File: config.mk
export PLATFORM = sky130hd
export DESIGN_NAME = seg_scan_display
export DESIGN_NICKNAME = d
export VERILOG_FILES = /design/src/rtl/seg_scan_display.sv
export SDC_FILE = /design/constraint.sdc
export NUM_CORES = 1
export LEC_CHECK = 0
export BUFFER_PORTS_ARGS = -buffer_cell sky130_fd_sc_hd__buf_2
export CAP_MARGIN = 20
export CORE_MARGIN = 1.5
export CORE_UTILIZATION = 50
export DETAILED_ROUTE_END_ITERATION = 7
export PLACE_DENSITY = 0.66
export SLEW_MARGIN = 10
export SYNTH_ARGS = -nofsm -noshare
export SYNTH_HDL_FRONTEND = slang
export SYNTH_SLANG_ARGS = --single-unit
File: constraint.sdc
create_clock -name clk -period 5.63 [get_ports clk]
set_clock_uncertainty 0.15 [all_clocks]
set_input_delay 0.563 -clock clk [delete_from_list [all_inputs] [get_ports clk]]
set_output_delay 0.563 -clock clk [all_outputs]
set_load 0.05 [all_outputs]
File: src/rtl/seg_scan_display.sv
// seg_scan_display: time-multiplexed hex driver for common-anode seven-segment
// banks. It scans DIGITS nibbles of a shadow register. Loads land in a pending
// buffer and move into the shadow only on a frame boundary, or at once while
// stopped, so the display never shows a half-updated value.
// Optional feature macro: SEG_SCAN_LZB_EN enables leading-zero blanking.
//
// state     | meaning
// ----------+--------------------------------------------------------------
// ST_IDLE   | run flag clear; display dark; pending commits on the next cycle
// ST_ARMED  | running, first tick not yet reached; display still dark
// ST_SCAN   | running, one digit lit, index advances on every tick
module seg_scan_display #(
  parameter int DIGITS   = 8,
  parameter int SCAN_DIV = 20000,
  parameter int CNT_W    = 25
) (
  input  logic                  clk,
  input  logic                  rst,
  input  logic                  start,
  input  logic                  stop,
  input  logic                  load,
  input  logic [4*DIGITS-1:0]   value,
  input  logic [DIGITS-1:0]     dp_mask,
  output logic [DIGITS-1:0]     led_en,
  output logic [6:0]            led_seg,
  output logic                  led_dp,
  output logic                  frame_done,
  output logic                  pend_valid
);

  localparam int IDX_W = (DIGITS > 1) ? $clog2(DIGITS) : 1;
  localparam logic [CNT_W-1:0] CNT_LAST = CNT_W'(SCAN_DIV - 1);
  localparam logic [IDX_W-1:0] IDX_LAST = IDX_W'(DIGITS - 1);

  typedef enum logic [1:0] {
    ST_IDLE  = 2'd0,
    ST_ARMED = 2'd1,
    ST_SCAN  = 2'd2
  } state_t;

  state_t                state_q, state_d;
  logic [CNT_W-1:0]      cnt_q, cnt_d;
  logic [IDX_W-1:0]      idx_q, idx_d;
  logic [4*DIGITS-1:0]   shadow_val_q, shadow_val_d;
  logic [DIGITS-1:0]     shadow_dp_q, shadow_dp_d;
  logic [4*DIGITS-1:0]   pend_val_q, pend_val_d;
  logic [DIGITS-1:0]     pend_dp_q, pend_dp_d;
  logic                  pend_valid_q, pend_valid_d;
  logic [DIGITS-1:0]     led_en_q, led_en_d;
  logic [6:0]            led_seg_q, led_seg_d;
  logic                  led_dp_q, led_dp_d;
  logic                  frame_done_q, frame_done_d;

  logic                  tick;
  logic                  wrap;
  logic                  show;
  logic                  commit;
  logic [IDX_W-1:0]      idx_new;
  logic [4*DIGITS-1:0]   src_val;
  logic [DIGITS-1:0]     src_dp;
  logic [3:0]            nib;
  logic                  dp_bit;
  logic                  blank;
`ifdef SEG_SCAN_LZB_EN
  logic [IDX_W-1:0]      msnz;
`endif

  // Active-low {g,f,e,d,c,b,a} patterns for the sixteen hex glyphs.
  function automatic logic [6:0] decode(input logic [3:0] n);
    logic [6:0] s;
    case (n)
      4'h0: s = 7'h40;
      4'h1: s = 7'h79;
      4'h2: s = 7'h24;
      4'h3: s = 7'h30;
      4'h4: s = 7'h19;
      4'h5: s = 7'h12;
      4'h6: s = 7'h02;
      4'h7: s = 7'h78;
      4'h8: s = 7'h00;
      4'h9: s = 7'h18;
      4'hA: s = 7'h08;
      4'hB: s = 7'h03;
      4'hC: s = 7'h27;
      4'hD: s = 7'h21;
      4'hE: s = 7'h06;
      default: s = 7'h0E;
    endcase
    return s;
  endfunction

  // Run control, divider, digit index, buffers and registered outputs.
  always_comb begin
    state_d      = state_q;
    cnt_d        = cnt_q;
    idx_d        = idx_q;
    shadow_val_d = shadow_val_q;
    shadow_dp_d  = shadow_dp_q;
    pend_val_d   = pend_val_q;
    pend_dp_d    = pend_dp_q;
    pend_valid_d = pend_valid_q;
    led_en_d     = led_en_q;
    led_seg_d    = led_seg_q;
    led_dp_d     = led_dp_q;
    frame_done_d = 1'b0;
    wrap         = 1'b0;
    show         = 1'b0;
    idx_new      = idx_q;
    nib          = 4'h0;
    dp_bit       = 1'b0;
    blank        = 1'b0;

    tick   = (state_q != ST_IDLE) && (cnt_q == CNT_LAST);
    // A pending value commits on the first stopped cycle, whatever stop/start do.
    commit = (state_q == ST_IDLE) && pend_valid_q;

    if (stop) begin
      state_d   = ST_IDLE;
      cnt_d     = '0;
      idx_d     = '0;
      led_en_d  = '1;
      led_seg_d = 7'h7F;
      led_dp_d  = 1'b1;
    end else begin
      case (state_q)
        ST_IDLE: begin
          if (start) state_d = ST_ARMED;
        end
        ST_ARMED: begin
          cnt_d = tick ? '0 : cnt_q + CNT_W'(1);
          if (tick) begin
            state_d = ST_SCAN;
            idx_new = '0;
            show    = 1'b1;
          end
        end
        ST_SCAN: begin
          cnt_d = tick ? '0 : cnt_q + CNT_W'(1);
          if (tick) begin
            wrap         = (idx_q == IDX_LAST);
            idx_new      = wrap ? '0 : idx_q + IDX_W'(1);
            show         = 1'b1;
            frame_done_d = wrap;
            commit       = wrap && pend_valid_q;
          end
        end
        default: state_d = ST_IDLE;
      endcase
    end

    // Digit 0 of a new frame already shows the committed data.
    src_val = commit ? pend_val_q : shadow_val_q;
    src_dp  = commit ? pend_dp_q  : shadow_dp_q;

    for (int i = 0; i < DIGITS; i++) begin
      if (idx_new == IDX_W'(i)) begin
        nib    = src_val[4*i +: 4];
        dp_bit = src_dp[i];
      end
    end

`ifdef SEG_SCAN_LZB_EN
    msnz = '0;
    for (int i = 0; i < DIGITS; i++) begin
      if (src_val[4*i +: 4] != 4'h0) msnz = IDX_W'(i);
    end
    blank = (idx_new > msnz);
`endif

    if (show) begin
      idx_d = idx_new;
      for (int i = 0; i < DIGITS; i++) begin
        led_en_d[i] = (idx_new != IDX_W'(i));
      end
      led_seg_d = blank ? 7'h7F : decode(nib);
      led_dp_d  = ~dp_bit;
    end

    if (commit) begin
      shadow_val_d = pend_val_q;
      shadow_dp_d  = pend_dp_q;
      pend_valid_d = 1'b0;
    end
    // A load in the commit cycle lands after the old pending moved out.
    if (load) begin
      pend_val_d   = value;
      pend_dp_d    = dp_mask;
      pend_valid_d = 1'b1;
    end
  end

  // State register with asynchronous clear to the dark, empty condition.
  always_ff @(posedge clk or posedge rst) begin
    if (rst) begin
      state_q      <= ST_IDLE;
      cnt_q        <= '0;
      idx_q        <= '0;
      shadow_val_q <= '0;
      shadow_dp_q  <= '0;
      pend_val_q   <= '0;
      pend_dp_q    <= '0;
      pend_valid_q <= 1'b0;
      led_en_q     <= '1;
      led_seg_q    <= 7'h7F;
      led_dp_q     <= 1'b1;
      frame_done_q <= 1'b0;
    end else begin
      state_q      <= state_d;
      cnt_q        <= cnt_d;
      idx_q        <= idx_d;
      shadow_val_q <= shadow_val_d;
      shadow_dp_q  <= shadow_dp_d;
      pend_val_q   <= pend_val_d;
      pend_dp_q    <= pend_dp_d;
      pend_valid_q <= pend_valid_d;
      led_en_q     <= led_en_d;
      led_seg_q    <= led_seg_d;
      led_dp_q     <= led_dp_d;
      frame_done_q <= frame_done_d;
    end
  end

  assign led_en     = led_en_q;
  assign led_seg    = led_seg_q;
  assign led_dp     = led_dp_q;
  assign frame_done = frame_done_q;
  assign pend_valid = pend_valid_q;

endmodule

==> out/metrics.cfg, run 1 <==
[outcome]
status = complete, no violations

[synth]
synth_cells = 501
synth_top_cells_by_area = dfrtp_1 46%, mux2_2 15%, dfstp_2 6.9%, mux2i_1 3.6%, nor2_1 2.8%
async_flop_share = 1.00
yosys.area.top_type = dfrtp_1
synth_fp_nets = 558
ys_seq_area_frac = 0.526
synth_top_area_share = 0.457
ys.warnings.count = 0
synth_cell_types = 69
synth-edff-count = 0
ys.flop_type = dfrtp_1
synth_area_mm2 = 0.00613
ys_ff_latch = 128
synth_area_per_cell_um2 = 12.2

[final_layout]
final_cell_mix = 112 x dfrtp_1, 82 x mux2_2, 62 x buf_2
final_core_util = 0.596
area_growth_pct = 16.2
fin_cells = 721
final_nets = 620
drive_above_1_share = 0.371
n_antenna_cell = 0
nFillCells = 970
final_common_cell = dfrtp_1

[pwr]
clockPowerShare = 0.379
intPower_mw = 2.04
power_frac_comb = 0.211
p_sw_frac = 0.266
peakVddDrop_v = 0.000195
seq_power_share = 0.410
switchingPower_mw = 0.737
cellPowerDensity_mw_per_mm2 = 389
leakagePower_nw = 3.08

[die]
die_x_um = 114
core-area_mm2 = 0.0120
die_area_mm2 = 0.0129
rows = 40
start_util = 0.512
num_io_pins = 63
dieHeight_um = 114

[routing]
drt-initial-drc-count = 191
post_drt_wl_per_cell_um = 17.3
vias = 4049
wl_um = 12500
drc_errors = 0
drt_pass1_iterations = 4
route.antenna.remaining_nets = 0
viasPerCell = 5.62

[place]
gp_congestion = 0.827
port_buffers = 62
dpl.cell_count = 689
dp_hpwl_um = 8330

[clocking]
cts_tree = yes
clock_tree.buffer_depth = 2
cts.sinks = 128
clk_pin_slew_ps = 50
numCtsBuffers = 17
cts-root-buf = clkbuf_16
clkLatencyLatePin_ps = 420
cts_setup_buffers = 0
htree_levels = 4
cts_resized = 0

[grt]
grt_pass1_vias = 4283
met1_usage = 0.276
grtUsageTotal = 0.215
grt_use_met3 = 0.0638
gr-total-overflow = 0
gr-max-usage-layer = met2
grt_max_degree = 85
antenna_found_initial = 0
grt.met2_usage = 0.348
grt_pass1_wl_um = 21300

[setup_path]
worstSetupPathType = flip-flop to flip-flop
cp.required_ps = 5810
critPathArrivalTime_ps = 4980
critPathLaunchType = flip-flop
endpoint_kind = flip-flop
path_max_fanout = 40
r2r_cells = 14

[timing]
hold_violations = 0
period_needed_ps = 4800
setup_viol = 0
max_freq_mhz = 208
worst_pin_slew_ps = 920
finalSetupTns_ps = 0
rsz0062_at_grt = no
relSlewSlack = 0.386
maxSlewViolCount = 0
period_share = 0.852

[job]
maxCapViolCount = 0

[min_path]
whs_path_depth = 2
hp-class = input port to flip-flop

layout make-up:
type / instances / area [um2] / share of cell area
Clock buffer: 23 / 478 / 0.0671
Clock inverter: 7 / 85.1 / 0.0119
Inverter: 16 / 62.6 / 0.00878
Multi-Input combinational cell: 331 / 2710 / 0.380
Sequential cell: 128 / 3220 / 0.452
Tap cell: 147 / 184 / 0.0258
Timing Repair Buffer: 69 / 385 / 0.0541
synthesized netlist by cell type (4+ instances only):
cell type and count:
a211oi_1 4, a21oi_1 16, buf_2 4, buf_4 4, clkbuf_1 12, dfrtp_1 112, dfstp_2 16, ha_1 12
inv_1 16, mux2_2 82, mux2i_1 22, nand2_1 22, nand3_1 10, nand4_1 7, nor2_1 45, nor3_1 5
o21ai_0 9, o22a_1 4, or3_1 6, xnor2_1 5, xor2_1 13
sequential cells by signal, summed over array words and instances, names as in the netlist:
signal        count
pend_val_q       32
shadow_val_q     32
cnt_q            25
led_en            8
pend_dp_q         8
shadow_dp_q       8
led_seg           7
idx_q             3
state_q           2
frame_done        1
led_dp            1
pend_valid        1
cells by family after synthesis:
family,after synthesis,synth area share
AOI/OAI and AO/OA,70,0.0925
muxes,106,0.192
buffers and inverters,42,0.0327
adders and majority gates,12,0.0245
and+or+nand+nor,125,0.107
xor gates and xnor gates,18,0.0257
DFF,128,0.526
worst max-delay path, cell delays in order, from the launching register on:
cell and delay, ps:
dfrtp_1 410, or4_1 530, or4_1 690, o41ai_4 260, buf_4 490, mux2_2 420, mux2_2 260, a2bb2oi_1 130
o211a_2 280, inv_1 100, ha_1 350, inv_1 80, nor2_1 40, a2111oi_0 390, nor3_1 90
per-layer routing:
metal / routed length, um / part of all wire
met2: 6130 / 0.49
met4: 115 / 0.0092
met5: 0 / 0
met3: 470 / 0.038
met1: 5780 / 0.46
path summary, 6_finish.rpt:
path / startpoint / endpoint / slack, ps
hold / removal: value[4] / pend_val_q[4] / 220
hold reg to reg: shadow_val_q[0] / shadow_val_q[0] / 330
setup reg to reg: cnt_q[20] / led_seg[3] / 830
min in group asynchronous: rst / pend_val_q[6] / 520
setup / recovery: cnt_q[20] / led_seg[3] / 830
max in group asynchronous: rst / led_seg[5] / 3920
power groups by stage:
stage | Clock [mW] | Sequential (mW) | Combinational [mW]
after floorplan | 0 | 1.13 | 0.482
final | 1.05 | 1.14 | 0.585
after global routing | 1.11 | 1.15 | 0.655
after CTS | 1.07 | 1.14 | 0.586
after global placement | 0 | 1.14 | 0.568
after detailed placement | 0 | 1.15 | 0.582
through the flow:
step	worst slack (ps)	power (mW)	cell area (um2)	hold slack (ps)
after CTS	805	2.80	7090	207
after global routing	410	2.92	7120	212
after detailed placement	815	1.73	6520	328
after floorplan	1180	1.61	6130	297
final	831	2.77	7120	224
after global placement	957	1.71	6520	329
repair_timing:
action	in CTS	in global routing
setup endpoints to repair	0	0
hold endpoints to repair	0	24
hold buffers	0	1
(Power assumes the default switching activity.)
==> inputs of run 2 (changes only) <==
BUFFER_PORTS_ARGS = -buffer_cell sky130_fd_sc_hd__buf_4   (was -buffer_cell sky130_fd_sc_hd__buf_2)
CORE_ASPECT_RATIO = 0.8   (was not set)
CTS_BUF_LIST = sky130_fd_sc_hd__clkbuf_4 sky130_fd_sc_hd__clkbuf_8 sky130_fd_sc_hd__clkbuf_16   (was not set)
==> out/metrics.cfg, run 2 (synthesis results as in run 1) <==
[clocking]
cts_resized = 0
cts-root-buf = clkbuf_16
hold_buffers = 0
cts_tree = yes
htree_levels = 4
cts.sinks = 128
clkLatencyLatePin_ps = 410
cts_setup_buffers = 0
clk_pin_slew_ps = 60
numCtsBuffers = 17
clock_tree.buffer_depth = 2

[job]
maxCapViolCount = 0

[routing]
topRoutingLayerUsed = met4
route.antenna.remaining_nets = 0
viasPerCell = 5.55
wl_um = 12300
wl_met2_um = 5340
met3WireLength_um = 530
vias = 4010
drc_errors = 0
post_drt_wl_per_cell_um = 16.9
routedLengthMet1_um = 6240
drt-initial-drc-count = 264
drt_pass1_iterations = 4

[final_layout]
final_nets = 619
n_antenna_cell = 0
register_area_mm2 = 0.00322
final_common_cell = dfrtp_1
final_cell_area_mm2 = 0.00736
drive_above_1_share = 0.379
final_core_util = 0.627
final_cell_mix = 112 x dfrtp_1, 82 x mux2_2, 66 x buf_4
area_growth_pct = 20.1
multi_input_area_mm2 = 0.00271
nFillCells = 924
top_regs = pend_val_q: 32 flops, shadow_val_q: 32 flops, cnt_q: 25 flops

[place]
place_area_mm2 = 0.00669
gp_congestion = 0.861
port_buffers = 62
pre_cts_slack_ps = 848
dp_hpwl_um = 8320

[min_path]
hp-class = input port to async pin

[grt]
grt_pass1_wl_um = 20700
grt_max_degree = 83
gr-total-overflow = 0
grt_pass1_vias = 4074
antenna_found_initial = 0
grtUsageTotal = 0.207

[timing]
timing.final.ws_setup_ps = 819
rsz0062_at_grt = no
relSlewSlack = 0.290
finalSetupTns_ps = 0
max_freq_mhz = 208
setup_viol = 0
hold_violations = 0
period_needed_ps = 4810
maxSlewViolCount = 0
worst_pin_slew_ps = 1060
period_share = 0.855

[setup_path]
path_max_fanout = 11
worstSetupPathType = flip-flop to flip-flop
critical_path.top_delay_family = simple AND/OR/NAND/NOR gates
critPathArrivalTime_ps = 4990
cp.required_ps = 5800
cpPeakStageDelay_ps = 710
critPathLaunchType = flip-flop
endpoint_kind = flip-flop
cp_cell_sequence = or4_1 > or4_1 > o311ai_0 > nand4_1 > or3_1 > o211a_2 > inv_1 > ha_1 > inv_1 > nor2_1 > a2111oi_0 > nor3_1
crit_buf_inv = 2
critical-path-slowest-cell = or4_1

[die]
dieHeight_um = 102
die_area_mm2 = 0.0129
start_util = 0.522
num_io_pins = 63
rows = 35
die_x_um = 127
core-area_mm2 = 0.0117

[pwr]
power_frac_comb = 0.209
clockPowerShare = 0.404
leakagePower_nw = 3.17
switchingPower_mw = 0.777
cellPowerDensity_mw_per_mm2 = 398
seq_power_share = 0.387
peakVddDrop_v = 0.000227
intPower_mw = 2.15
p_sw_frac = 0.265

[outcome]
status = complete, no violations

==> run 2: cell types whose count changed in the layout (fill, tap and decap cells not counted) <==
cell / before / now
buf_12: 0 / 2
buf_16: 1 / 0
buf_2: 62 / 0
buf_4: 5 / 66
bufinv_16: 2 / 4
clkbuf_1: 3 / 0
clkinv_2: 5 / 1
clkinv_4: 0 / 4
clkinvlp_4: 0 / 3
dlygate4sd3_1: 1 / 0
==> run 2: final timing paths <==
kind	start	end	slack, ps	cells after the start
max	cnt_q[20]	led_seg[3]	820	12
min	rst	pend_dp_q[2]	50	2
max reg2reg	cnt_q[20]	led_seg[3]	820	12
min reg2reg	shadow_val_q[15]	shadow_val_q[15]	350	1
max in group asynchronous	rst	shadow_val_q[22]	4010	4
min in group clk	value[3]	pend_val_q[3]	230	2
==> run 2: through the flow <==
| stage | instances | total power, mW | hold slack, ps |
|---|---|---|---|
| after global routing | 723 | 3.08 | 85.0 |
| after floorplan | 501 | 1.61 | 297 |
| after global placement | 690 | 1.74 | 333 |
| final | 723 | 2.93 | 51.3 |
| after detailed placement | 690 | 1.76 | 335 |
| after CTS | 722 | 2.96 | 212 |
==> run 2: power groups by stage <==
stage	Clock (mW)	Combinational, mW	Sequential (mW)
after floorplan	0	0.482	1.13
after global placement	0	0.598	1.14
after detailed placement	0	0.607	1.15
after CTS	1.21	0.613	1.13
after global routing	1.26	0.673	1.15
final	1.18	0.613	1.13
==> run 2: final cells by class <==
type | instances | share of cell area
sequential | 128 | 0.438
multi-input combinational | 331 | 0.367
timing repair buffer | 68 | 0.0728
clock buffer | 20 | 0.0634
tap | 148 | 0.0252
clock inverter | 12 | 0.0248
inverter | 16 | 0.00850
==> run 2: metal layers <==
metal  vias to the layer above  track usage
met4                         0       0.0708
met2                        86        0.303
li1                       1911            -
met1                      1999        0.297
met5                         -            0
met3                        14       0.0581
==> inputs of run 3 (changes only) <==
PLACE_DENSITY = 0.69   (was 0.66)
clock period = 4.3 ns   (was 5.63 ns; I/O delays follow)
==> out/metrics.cfg, run 3 (synthesis results as in run 1) <==
[timing]
period_share = 0.969
maxSlewViolCount = 0
setup_viol = 0
relSlewSlack = 0.509
worst_pin_slew_ps = 737
max_freq_mhz = 240
period_needed_ps = 4170
whs_ps = -6.38
finalSetupTns_ps = 0
hold_violations = 2

[final_layout]
area_growth_pct = 23.3
n_antenna_cell = 0
fin_cells = 746
final_common_cell = dfrtp_1
drive_above_1_share = 0.411
final_core_util = 0.644
final_cell_mix = 112 x dfrtp_1, 87 x buf_4, 81 x mux2_2
top_regs = pend_val_q: 32 flops, shadow_val_q: 32 flops, cnt_q: 25 flops
nFillCells = 917
final_nets = 642

[die]
die_area_mm2 = 0.0129
rows = 35
num_io_pins = 63
die_x_um = 127
dieHeight_um = 102
core-area_mm2 = 0.0117
start_util = 0.522

[grt]
grtUsageTotal = 0.208
gr-max-usage-layer = met2
grt_max_degree = 70
met1_usage = 0.290
grt.met2_usage = 0.325
grt_pass1_vias = 4215
antenna_found_initial = 0
grt_pass1_wl_um = 21100
grt_use_met3 = 0.0581
gr-total-overflow = 0

[clocking]
clkLatencyLatePin_ps = 410
clock_tree.buffer_depth = 2
cts_tree = yes
htree_levels = 4
cts-root-buf = clkbuf_16
numCtsBuffers = 17
cts.sinks = 128
clk_pin_slew_ps = 60

[place]
port_buffers = 62
dp_hpwl_um = 8770
gp_congestion = 0.886
dpl.cell_count = 712

[outcome]
violations = hold timing
status = complete, but fails checks

[routing]
drt_pass1_iterations = 6
viasPerCell = 5.54
post_drt_wl_per_cell_um = 16.5
wl_um = 12300
vias = 4135
route.antenna.remaining_nets = 0
drc_errors = 0
drt-initial-drc-count = 223

[setup_path]
r2r-start = cnt_q[19]
critical-path-slowest-cell = or4_1
worstSetupStartpoint = cnt_q[19]
r2r_cells = 15
cp_cell_sequence = or4_1 > or4_4 > buf_4 > o311ai_0 > nand4_1 > buf_4 > nand2_1 > a2bb2oi_1 > o211a_2 > buf_4 > ha_1 > inv_1 > o211ai_1 > a21oi_1 > nor3_1
path_max_fanout = 7
endpoint_kind = flip-flop
ff2ff_setup_slack_ps = 130
critPathLaunchType = flip-flop
cp.required_ps = 4480
worstSetupPathType = flip-flop to flip-flop
rr_endpoint = led_seg[3]
cpMostUsedCell = buf_4
cpPeakStageDelay_ps = 510
critPathArrivalTime_ps = 4350

[pwr]
seq_power_share = 0.390
switchingPower_mw = 1.04
p_sw_frac = 0.274
intPower_mw = 2.77
peakVddDrop_v = 0.000299
clockPowerShare = 0.385
power_frac_comb = 0.225
cellPowerDensity_mw_per_mm2 = 504
leakagePower_nw = 3.29

[job]
maxCapViolCount = 0

[min_path]
hp-class = input port to async pin

-- run 3: power by group through the flow --
stage               Sequential [mW]  Combinational (mW)  Clock, mW
floorplan                      1.48               0.645          0
global placement               1.50               0.825          0
detailed placement             1.51               0.845          0
CTS                            1.49               0.852       1.50
global route                   1.51               0.955       1.55
finish                         1.48               0.858       1.47
-- run 3: layout make-up --
class                   count  area [um2]  area share
flip-flops and latches    128        3220       0.427
multi-input cells         331        2750       0.364
repair buffers             91         724      0.0959
clock buffers              17         425      0.0563
well taps                 148         185      0.0245
clock inverters            15         183      0.0242
inverters                  16        62.6     0.00828
-- run 3: worst max-delay path: cells and delay by family (launching register included) --
family	cells	cell delay, ps
and+or+nand+nor	5	1540
AOI/OAI and AO/OA	5	1140
buffers and inverters	4	640
DFF	1	400
adders and majority gates	1	210
-- run 3: how the worst max path moves through the flow --
stage	slack, ps	end
after detailed placement	-40	led_seg[3]
after global placement	-10	led_seg[0]
after global routing	-150	led_seg[2]
after CTS	70	led_seg[3]
final	130	led_seg[3]
after floorplan	-10	led_seg[3]
-- run 3: routing by layer --
metal | up-vias | part of all wire
met5 | - | 0
met4 | 0 | 0.0093
met3 | 12 | 0.045
met1 | 2063 | 0.49
li1 | 1965 | -
met2 | 95 | 0.45
-- run 3: through the flow --
step | setup slack, ps | area [um2] | power [mW]
final | 132 | 7560 | 3.81
after global routing | -151 | 7560 | 4.01
after CTS | 70.1 | 7510 | 3.84
after detailed placement | -43.3 | 6900 | 2.35
after global placement | -14.9 | 6900 | 2.32
after floorplan | -14.1 | 6140 | 2.13
-- run 3: repair_timing --
| action | CTS | global route |
|---|---|---|
| pin swaps | 0 | 3 |
| buffers inserted | 0 | 2 |
| setup endpoints to repair | 3 | 6 |
| hold buffers | 0 | 0 |
| gates resized for setup | 1 | 7 |
